`src/rtl/alu_ops_pkg.sv`:
```
// rtl/alu_ops_pkg.sv - shared funct codes, FSM states, shift directions and funct decode
package alu_ops_pkg;

    localparam logic [5:0] SLL = 6'b000000;
    localparam logic [5:0] SRL = 6'b000010;
    localparam logic [5:0] SRA = 6'b000011;

    typedef enum logic [1:0] {
        IDLE  = 2'd0,
        SHIFT = 2'd1,
        DONE  = 2'd2
    } state_t;

    typedef enum logic [1:0] {
        LEFT        = 2'd0,
        RIGHT_LOGIC = 2'd1,
        RIGHT_ARITH = 2'd2
    } dir_t;

    typedef struct packed {
        logic supported;
        dir_t dir;
    } op_dec_t;

    // Maps a funct code to a shift direction; SRA is only legal when sra_en is set
    function automatic op_dec_t decode_funct(input logic [5:0] funct, input logic sra_en);
        op_dec_t r;
        r.supported = 1'b0;
        r.dir       = LEFT;
        case (funct)
            SLL: begin
                r.supported = 1'b1;
                r.dir       = LEFT;
            end
            SRL: begin
                r.supported = 1'b1;
                r.dir       = RIGHT_LOGIC;
            end
            SRA: begin
                r.supported = sra_en;
                r.dir       = sra_en ? RIGHT_ARITH : LEFT;
            end
            default: ;
        endcase
        return r;
    endfunction

endpackage

```
`src/rtl/shift_sequencer_if.sv`:
```
// rtl/shift_sequencer_if.sv - request/response bundle between decode and the shift sequencer
interface shift_sequencer_if #(
    parameter int WIDTH = 32
) ();
    logic             start;
    logic [5:0]       Signal;
    logic [WIDTH-1:0] dataA;
    logic [WIDTH-1:0] dataB;
    logic             busy;
    logic             done;
    logic [WIDTH-1:0] dataOut;

    modport master (
        output start, Signal, dataA, dataB,
        input  busy, done, dataOut
    );

    modport slave (
        input  start, Signal, dataA, dataB,
        output busy, done, dataOut
    );
endinterface

```
`src/rtl/shift_step.sv`:
```
// rtl/shift_step.sv - combinational single-bit shift of a vector in a chosen direction
module shift_step
    import alu_ops_pkg::*;
#(
    parameter int WIDTH = 32
) (
    input  dir_t             dir_i,
    input  logic [WIDTH-1:0] data_i,
    output logic [WIDTH-1:0] data_o
);

    // One bit per call; arithmetic right keeps replicating the current MSB
    always_comb begin
        data_o = data_i;
        case (dir_i)
            LEFT:        data_o = {data_i[WIDTH-2:0], 1'b0};
            RIGHT_LOGIC: data_o = {1'b0, data_i[WIDTH-1:1]};
            RIGHT_ARITH: data_o = {data_i[WIDTH-1], data_i[WIDTH-1:1]};
            default:     data_o = data_i;
        endcase
    end

endmodule

```
`src/rtl/shift_sequencer.sv`:
```
// rtl/shift_sequencer.sv - iterative one-bit-per-clock shifter; SHIFT_SRA_EN enables SRA
module shift_sequencer
    import alu_ops_pkg::*;
#(
    parameter int WIDTH = 32,
    parameter int CNT_W = 6
) (
    input  logic             clk,
    input  logic             reset,
    shift_sequencer_if.slave bus
);

`ifdef SHIFT_SRA_EN
    localparam logic SRA_EN = 1'b1;
`else
    localparam logic SRA_EN = 1'b0;
`endif

    state_t           state_q, state_d;
    logic [WIDTH-1:0] work_q, work_d;
    logic [CNT_W-1:0] cnt_q, cnt_d;
    dir_t             dir_q, dir_d;
    logic [WIDTH-1:0] dataOut_q, dataOut_d;

    op_dec_t          dec;
    logic [CNT_W-1:0] amt;
    logic [WIDTH-1:0] step_out;

    assign dec = decode_funct(bus.Signal, SRA_EN);

    // Clamp over the full dataB so huge amounts still mean "shift everything out"
    assign amt = (bus.dataB >= WIDTH'(WIDTH)) ? CNT_W'(WIDTH) : bus.dataB[CNT_W-1:0];

    shift_step #(.WIDTH(WIDTH)) u_step (
        .dir_i  (dir_q),
        .data_i (work_q),
        .data_o (step_out)
    );

    // FSM state register
    always_ff @(posedge clk) begin
        if (reset) state_q <= IDLE;
        else       state_q <= state_d;
    end

    // FSM next state: a start is only honoured in IDLE, so busy/done cycles drop it
    always_comb begin
        state_d = state_q;
        case (state_q)
            IDLE:    if (bus.start) state_d = SHIFT;
            SHIFT:   if (cnt_q == '0) state_d = DONE;
            DONE:    state_d = IDLE;
            default: state_d = IDLE;
        endcase
    end

    // FSM outputs; done is masked by reset so it can never appear with reset high
    always_comb begin
        bus.busy    = (state_q != IDLE);
        bus.done    = (state_q == DONE) && !reset;
        bus.dataOut = dataOut_q;
    end

    // Datapath next state: latch operands on accept, shift while counting, publish on exit
    always_comb begin
        work_d    = work_q;
        cnt_d     = cnt_q;
        dir_d     = dir_q;
        dataOut_d = dataOut_q;
        case (state_q)
            IDLE: begin
                if (bus.start) begin
                    dir_d = dec.dir;
                    if (dec.supported) begin
                        work_d = bus.dataA;
                        cnt_d  = amt;
                    end else begin
                        work_d = '0;
                        cnt_d  = '0;
                    end
                end
            end
            SHIFT: begin
                if (cnt_q != '0) begin
                    work_d = step_out;
                    cnt_d  = cnt_q - CNT_W'(1);
                end else begin
                    dataOut_d = work_q;
                end
            end
            default: ;
        endcase
    end

    // Datapath registers
    always_ff @(posedge clk) begin
        if (reset) begin
            work_q    <= '0;
            cnt_q     <= '0;
            dir_q     <= LEFT;
            dataOut_q <= '0;
        end else begin
            work_q    <= work_d;
            cnt_q     <= cnt_d;
            dir_q     <= dir_d;
            dataOut_q <= dataOut_d;
        end
    end

endmodule

```
`src/flat_wrapper.sv`:
```
// flat-port wrapper written by rule: the top's interface ports become plain ports
module shift_sequencer_flat import alu_ops_pkg::*;
#(
    parameter int WIDTH = 32,
    parameter int CNT_W = 6
)
  (clk, reset, bus_start, bus_Signal, bus_dataA, bus_dataB, bus_busy, bus_done, bus_dataOut);
  shift_sequencer_if #(.WIDTH(WIDTH)) bus_i ();
  input  logic clk;
  input  logic reset;
  input wire logic [$bits(bus_i.start)-1:0] bus_start;
  input wire logic [$bits(bus_i.Signal)-1:0] bus_Signal;
  input wire logic [$bits(bus_i.dataA)-1:0] bus_dataA;
  input wire logic [$bits(bus_i.dataB)-1:0] bus_dataB;
  output wire logic [$bits(bus_i.busy)-1:0] bus_busy;
  output wire logic [$bits(bus_i.done)-1:0] bus_done;
  output wire logic [$bits(bus_i.dataOut)-1:0] bus_dataOut;
  assign bus_i.start = bus_start;
  assign bus_i.Signal = bus_Signal;
  assign bus_i.dataA = bus_dataA;
  assign bus_i.dataB = bus_dataB;
  assign bus_busy = bus_i.busy;
  assign bus_done = bus_i.done;
  assign bus_dataOut = bus_i.dataOut;
  shift_sequencer #(.WIDTH(WIDTH), .CNT_W(CNT_W)) u_core (.clk(clk), .reset(reset), .bus(bus_i));
endmodule
```
`config.mk`:
```
export PLATFORM = sky130hd
export DESIGN_NAME = shift_sequencer_flat
export DESIGN_NICKNAME = d
export VERILOG_FILES = /design/src/rtl/alu_ops_pkg.sv /design/src/rtl/shift_sequencer_if.sv /design/src/rtl/shift_step.sv /design/src/rtl/shift_sequencer.sv /design/src/flat_wrapper.sv
export SDC_FILE = /design/constraint.sdc
export NUM_CORES = 1
export LEC_CHECK = 0
export BUFFER_PORTS_ARGS = -buffer_cell sky130_fd_sc_hd__buf_4
export CAP_MARGIN = 20
export CORE_MARGIN = 1.5
export CORE_UTILIZATION = 49
export CTS_BUF_LIST = sky130_fd_sc_hd__clkbuf_4 sky130_fd_sc_hd__clkbuf_8 sky130_fd_sc_hd__clkbuf_16
export CTS_CLUSTER_DIAMETER = 80
export DETAILED_ROUTE_END_ITERATION = 6
export GPL_TIMING_DRIVEN = 0
export PLACE_DENSITY = 0.77
export SLEW_MARGIN = 15
export SYNTH_ARGS = -nofsm -noshare
export SYNTH_HDL_FRONTEND = slang
export SYNTH_SLANG_ARGS = --single-unit
```
`constraint.sdc`:
```
create_clock -name clk -period 2.1 [get_ports clk]
set_input_delay 0.42 -clock clk [delete_from_list [all_inputs] [get_ports clk]]
set_output_delay 0.42 -clock clk [all_outputs]
set_load 0.03 [all_outputs]
```
==> metrics.log <==
[metrics] async set-or-reset flop fraction in the synthesized netlist: 0%
[metrics] worst reg2reg path startpoint: u_core.cnt_q[1]$_SDFFE_PP0P_
[metrics] HPWL after detailed placement: 6990 um
[metrics] number of iterations in the first detailed-routing pass: 4
[metrics] starting density of the core: between 50% and 60%
[metrics] adder and majority gate portion of the synthesized area: less than 1%
[metrics] sequential fraction of the synthesis area: a little over two fifths
[metrics] final worst-path cycle share: 94.7%
[metrics] fin nets: 626
[metrics] number of max-cap violations: 0
[metrics] crit-path max cell delay: 0.48 ns
[metrics] distinct cell type count of the synthesized netlist: 39
[metrics] floorplan die area: 7480 um^2
[metrics] Worst Hold End: u_core.dir_q[0]$_SDFFE_PP0P_
[metrics] global-route wire length before repair: 15800 um
[metrics] register bit count reported by yosys: 73
[metrics] Net Count, Synth: 508
[metrics] synth top area cells: sky130_fd_sc_hd__dfxtp_1, sky130_fd_sc_hd__a21oi_1, sky130_fd_sc_hd__mux2i_1, sky130_fd_sc_hd__nand2_1, sky130_fd_sc_hd__o21ai_0
[metrics] Critical Path Sink Type: register
[metrics] area growth from synthesis to final layout: 33.4%
[metrics] weighted congestion at the end of routability-driven global placement: roughly 0.86
[metrics] largest family of logic cells by synthesized area: compound AO/OA/AOI/OAI gates
[metrics] startpoint type of the worst setup path: register
[metrics] critical path's slowest cell: sky130_fd_sc_hd__or4b_4
[metrics] worst setup slack before clock tree synthesis: -0.0304 ns
[metrics] wire per inst: 15.5 um
[metrics] proportion of synthesized area in mux cells: 9.09%
[metrics] data arrival at the endpoint of the critical path: 2.23 ns
[metrics] cell area after placement: 4310 um^2
[metrics] Worst IR Drop VDD: 433 uV
[metrics] antenna viol nets, final: 0
[metrics] TritonCTS clock tree: done
[metrics] ranking of synthesized cells by instance count: sky130_fd_sc_hd__a21oi_1, sky130_fd_sc_hd__dfxtp_1, sky130_fd_sc_hd__nand2_1
[metrics] series of cell instances along the critical path: inv_1 -> ha_4 -> or4b_4 -> o21a_2 -> buf_6 -> buf_6 -> o21ai_0 -> a21oi_1
[metrics] Synth Instances: between 400 and 500
[metrics] Worst path most repeated cell: sky130_fd_sc_hd__buf_6
[metrics] min-delay worst type: input pin to register
[metrics] final total negative setup slack: 0 ns
[metrics] critical-path maximum fanout: 10
[metrics] final hold slack: about 0.35 ns
[metrics] Vias: 3628
[metrics] GRT Resource Usage Total: 26.5%
[metrics] min-delay src: bus_Signal[1]
[metrics] Total Wirelength: 9850 um
[metrics] number of antenna violations at the first check in global routing: 0
[metrics] 1st-iter DRT viols: 256
[metrics] minimum period implied by the final worst setup slack: 1.99 ns
[metrics] number of clock buffers inserted by TritonCTS: 9
[metrics] simple-gate share of the synthesized area: 17.4%
[metrics] Netlist Area Pre-Place: about 3400 um^2
[metrics] pin count of the biggest net entering global routing: 14
[metrics] total of warnings raised by yosys: 0
[metrics] number of failing setup endpoints in the final timing report: 0
[metrics] xor/xnor cell area share of the yosys netlist: 0.257%
[metrics] die width: 86.5 um
[metrics] Worst Setup Path Type: register to register
[metrics] top-area cell type share of the netlist area: between 40% and 50%
[metrics] Buffers on Ports: between 100 and 150
[metrics] max-slew violation total from the final report: 0
[metrics] biggest area consumer among synthesized cells: sky130_fd_sc_hd__dfxtp_1
[metrics] count of endpoints failing hold in the final timing report: 0
[metrics] clock net sink count: 73
[metrics] final cell utilization of the core: 67.4%
[metrics] dominant cell by count in the synthesized netlist: sky130_fd_sc_hd__a21oi_1
[metrics] Reg2Reg Depth: 8
[metrics] Rel. slew slack: roughly 57%
[metrics] post-route standard cell area excluding fillers: 4560 um^2
[metrics] final instance count without filler cells: 637
[metrics] fmax: roughly 0.50 GHz
[metrics] num rows: 30
[metrics] reg2reg end: u_core.work_q[28]$_SDFFE_PP0P_
[metrics] height of the die: 86.5 um
[metrics] skew final: approximately 0.0092 ns
[metrics] CP delay by family, top: simple AND/OR/NAND/NOR gates
[metrics] drt via density: 5.70
[metrics] DRC errors left: 0
[metrics] synthesized area divided by synthesized cell count: between 7 and 8 um^2
[metrics] Diodes inserted: 0
[metrics] grt total ovfl: 0
[metrics] clock slew at reported path FFs: 0.08 ns
[metrics] maximum clock path buffer count: 2
[metrics] core outline area: 6760 um^2
[metrics] required time of the critical path: 2.34 ns
[metrics] filler cell count in the final layout: slightly below 600
[metrics] complex-gate fraction of the synthesized area: 24.2%
[metrics] number of flops mapped to enable cells by yosys: 0
[metrics] number of hold-repair buffers added at the cts stage: 0
[metrics] maximum level of the CTS H-tree: 3
[metrics] share of final-layout standard cells stronger than drive strength 1: 26.6%
[metrics] clk_lat worst skew: 0.35 ns
[metrics] io pins: 107
[metrics] Hold Path Depth: 3
[metrics] R2R setup slack: 0.11 ns
[metrics] Main synth FF type: sky130_fd_sc_hd__dfxtp_1
[metrics] power per cell area: 962 nW/um^2
[metrics] number of buffers and inverters on the critical path: 3
[metrics] outcome: finished, final reports clean
[metrics] setup repair after global routing missed its margin: false
[metrics] DP Cell Count: 620
[metrics] worst-margin pin slew: 0.646 ns
[metrics] setup ws final: 0.111 ns
[metrics] post-layout power: 4.38 mW
[metrics] CTS root buf: sky130_fd_sc_hd__clkbuf_8
[metrics] leakage power: 1.72 nW
[metrics] number of global-route vias before repair: roughly 3300
[layout make-up]
cell class,count,area (um^2),area share (%)
Clock inverter,6,90.1,1.98
Clock buffer,10,131,2.88
Sequential cell,73,1460,32.1
Multi-Input combinational cell,319,1770,38.8
Buffer,37,184,4.04
Tap cell,80,100,2.20
Timing Repair Buffer,107,803,17.6
Inverter,5,18.8,0.412
[timing repair]
| action | CTS | global route |
|---|---|---|
| buffers inserted | 0 | 1 |
| gates resized for setup | 0 | 6 |
| endpoints found under the setup margin | 0 | 38 |
[logic make-up after synthesis]
group                    Yosys count
adder cells (fa/ha/maj)            1
flip-flops                        73
XOR/XNOR                           1
AO/OA/AOI/OAI                    153
AND/OR/NAND/NOR                  133
multiplexers                      31
buffers and inverters             42
[per-layer routing]
layer  share of wire [%]  wire length, um  global-route usage (%)  vias to the layer above
li1                    -                -                       -                     1764
met1                  43             4270                    34.6                     1702
met2                  48             4740                    42.3                      144
met3                 6.3              624                    6.29                       18
met4                 2.1              207                    11.0                        0
met5                   0                0                       0                        -
[worst min-delay path, delay by kind of cell]
kind	cells	cell delay [ns]
buffers and inverters	1	0.11
AOI/OAI and AO/OA	1	0.06
and+or+nand+nor	1	0.05
[power breakdown]
group	switching (mW)	internal (mW)
sequential	0.207	1.60
clock	0.550	0.686
combinational	0.795	0.543
[flip-flops by register name, summed over array words and instances, names as in the netlist]
signal,cells
u_core.state_q,2
u_core.dir_q,1
u_core.bus.dataOut,32
u_core.work_q,32
u_core.cnt_q,6
[layout by cell type (no fill, tap or decap), types with 4 or more instances in the layout]
| cell | Yosys | layout |
|---|---|---|
| sky130_fd_sc_hd__buf_4 | 1 | 108 |
| sky130_fd_sc_hd__a21oi_1 | 98 | 98 |
| sky130_fd_sc_hd__dfxtp_1 | 73 | 72 |
| sky130_fd_sc_hd__nand2_1 | 67 | 67 |
| sky130_fd_sc_hd__nor2_1 | 37 | 37 |
| sky130_fd_sc_hd__o21ai_0 | 35 | 35 |
| sky130_fd_sc_hd__mux2i_1 | 31 | 31 |
| sky130_fd_sc_hd__clkbuf_1 | 18 | 17 |
| sky130_fd_sc_hd__buf_2 | 14 | 14 |
| sky130_fd_sc_hd__clkbuf_8 | 0 | 9 |
| sky130_fd_sc_hd__inv_1 | 5 | 5 |
| sky130_fd_sc_hd__nand4_1 | 4 | 4 |
| sky130_fd_sc_hd__nor4_1 | 4 | 4 |
| sky130_fd_sc_hd__o2111ai_1 | 4 | 4 |
| sky130_fd_sc_hd__o211ai_1 | 4 | 4 |
[worst max-delay path by stage]
| stage | depth (start not counted) | to | start |
|---|---|---|---|
| 6_report | 8 | u_core.work_q[28]$_SDFFE_PP0P_ | u_core.cnt_q[1]$_SDFFE_PP0P_ |
| 3_3_place_gp | 7 | u_core.work_q[14]$_SDFFE_PP0P_ | bus_Signal[0] |
| 5_1_grt | 6 | u_core.bus.dataOut[18]$_SDFFE_PP0P_ | u_core.state_q[0]$_SDFFE_PP0P_ |
| 4_1_cts | 8 | u_core.work_q[25]$_SDFFE_PP0P_ | u_core.cnt_q[0]$_SDFFE_PP0P_ |
| 3_5_place_dp | 7 | u_core.work_q[22]$_SDFFE_PP0P_ | bus_Signal[0] |
| 2_1_floorplan | 8 | u_core.work_q[25]$_SDFFE_PP0P_ | u_core.cnt_q[0]$_SDFFE_PP0P_ |
Note: power is estimated with default switching activity, not from simulation.
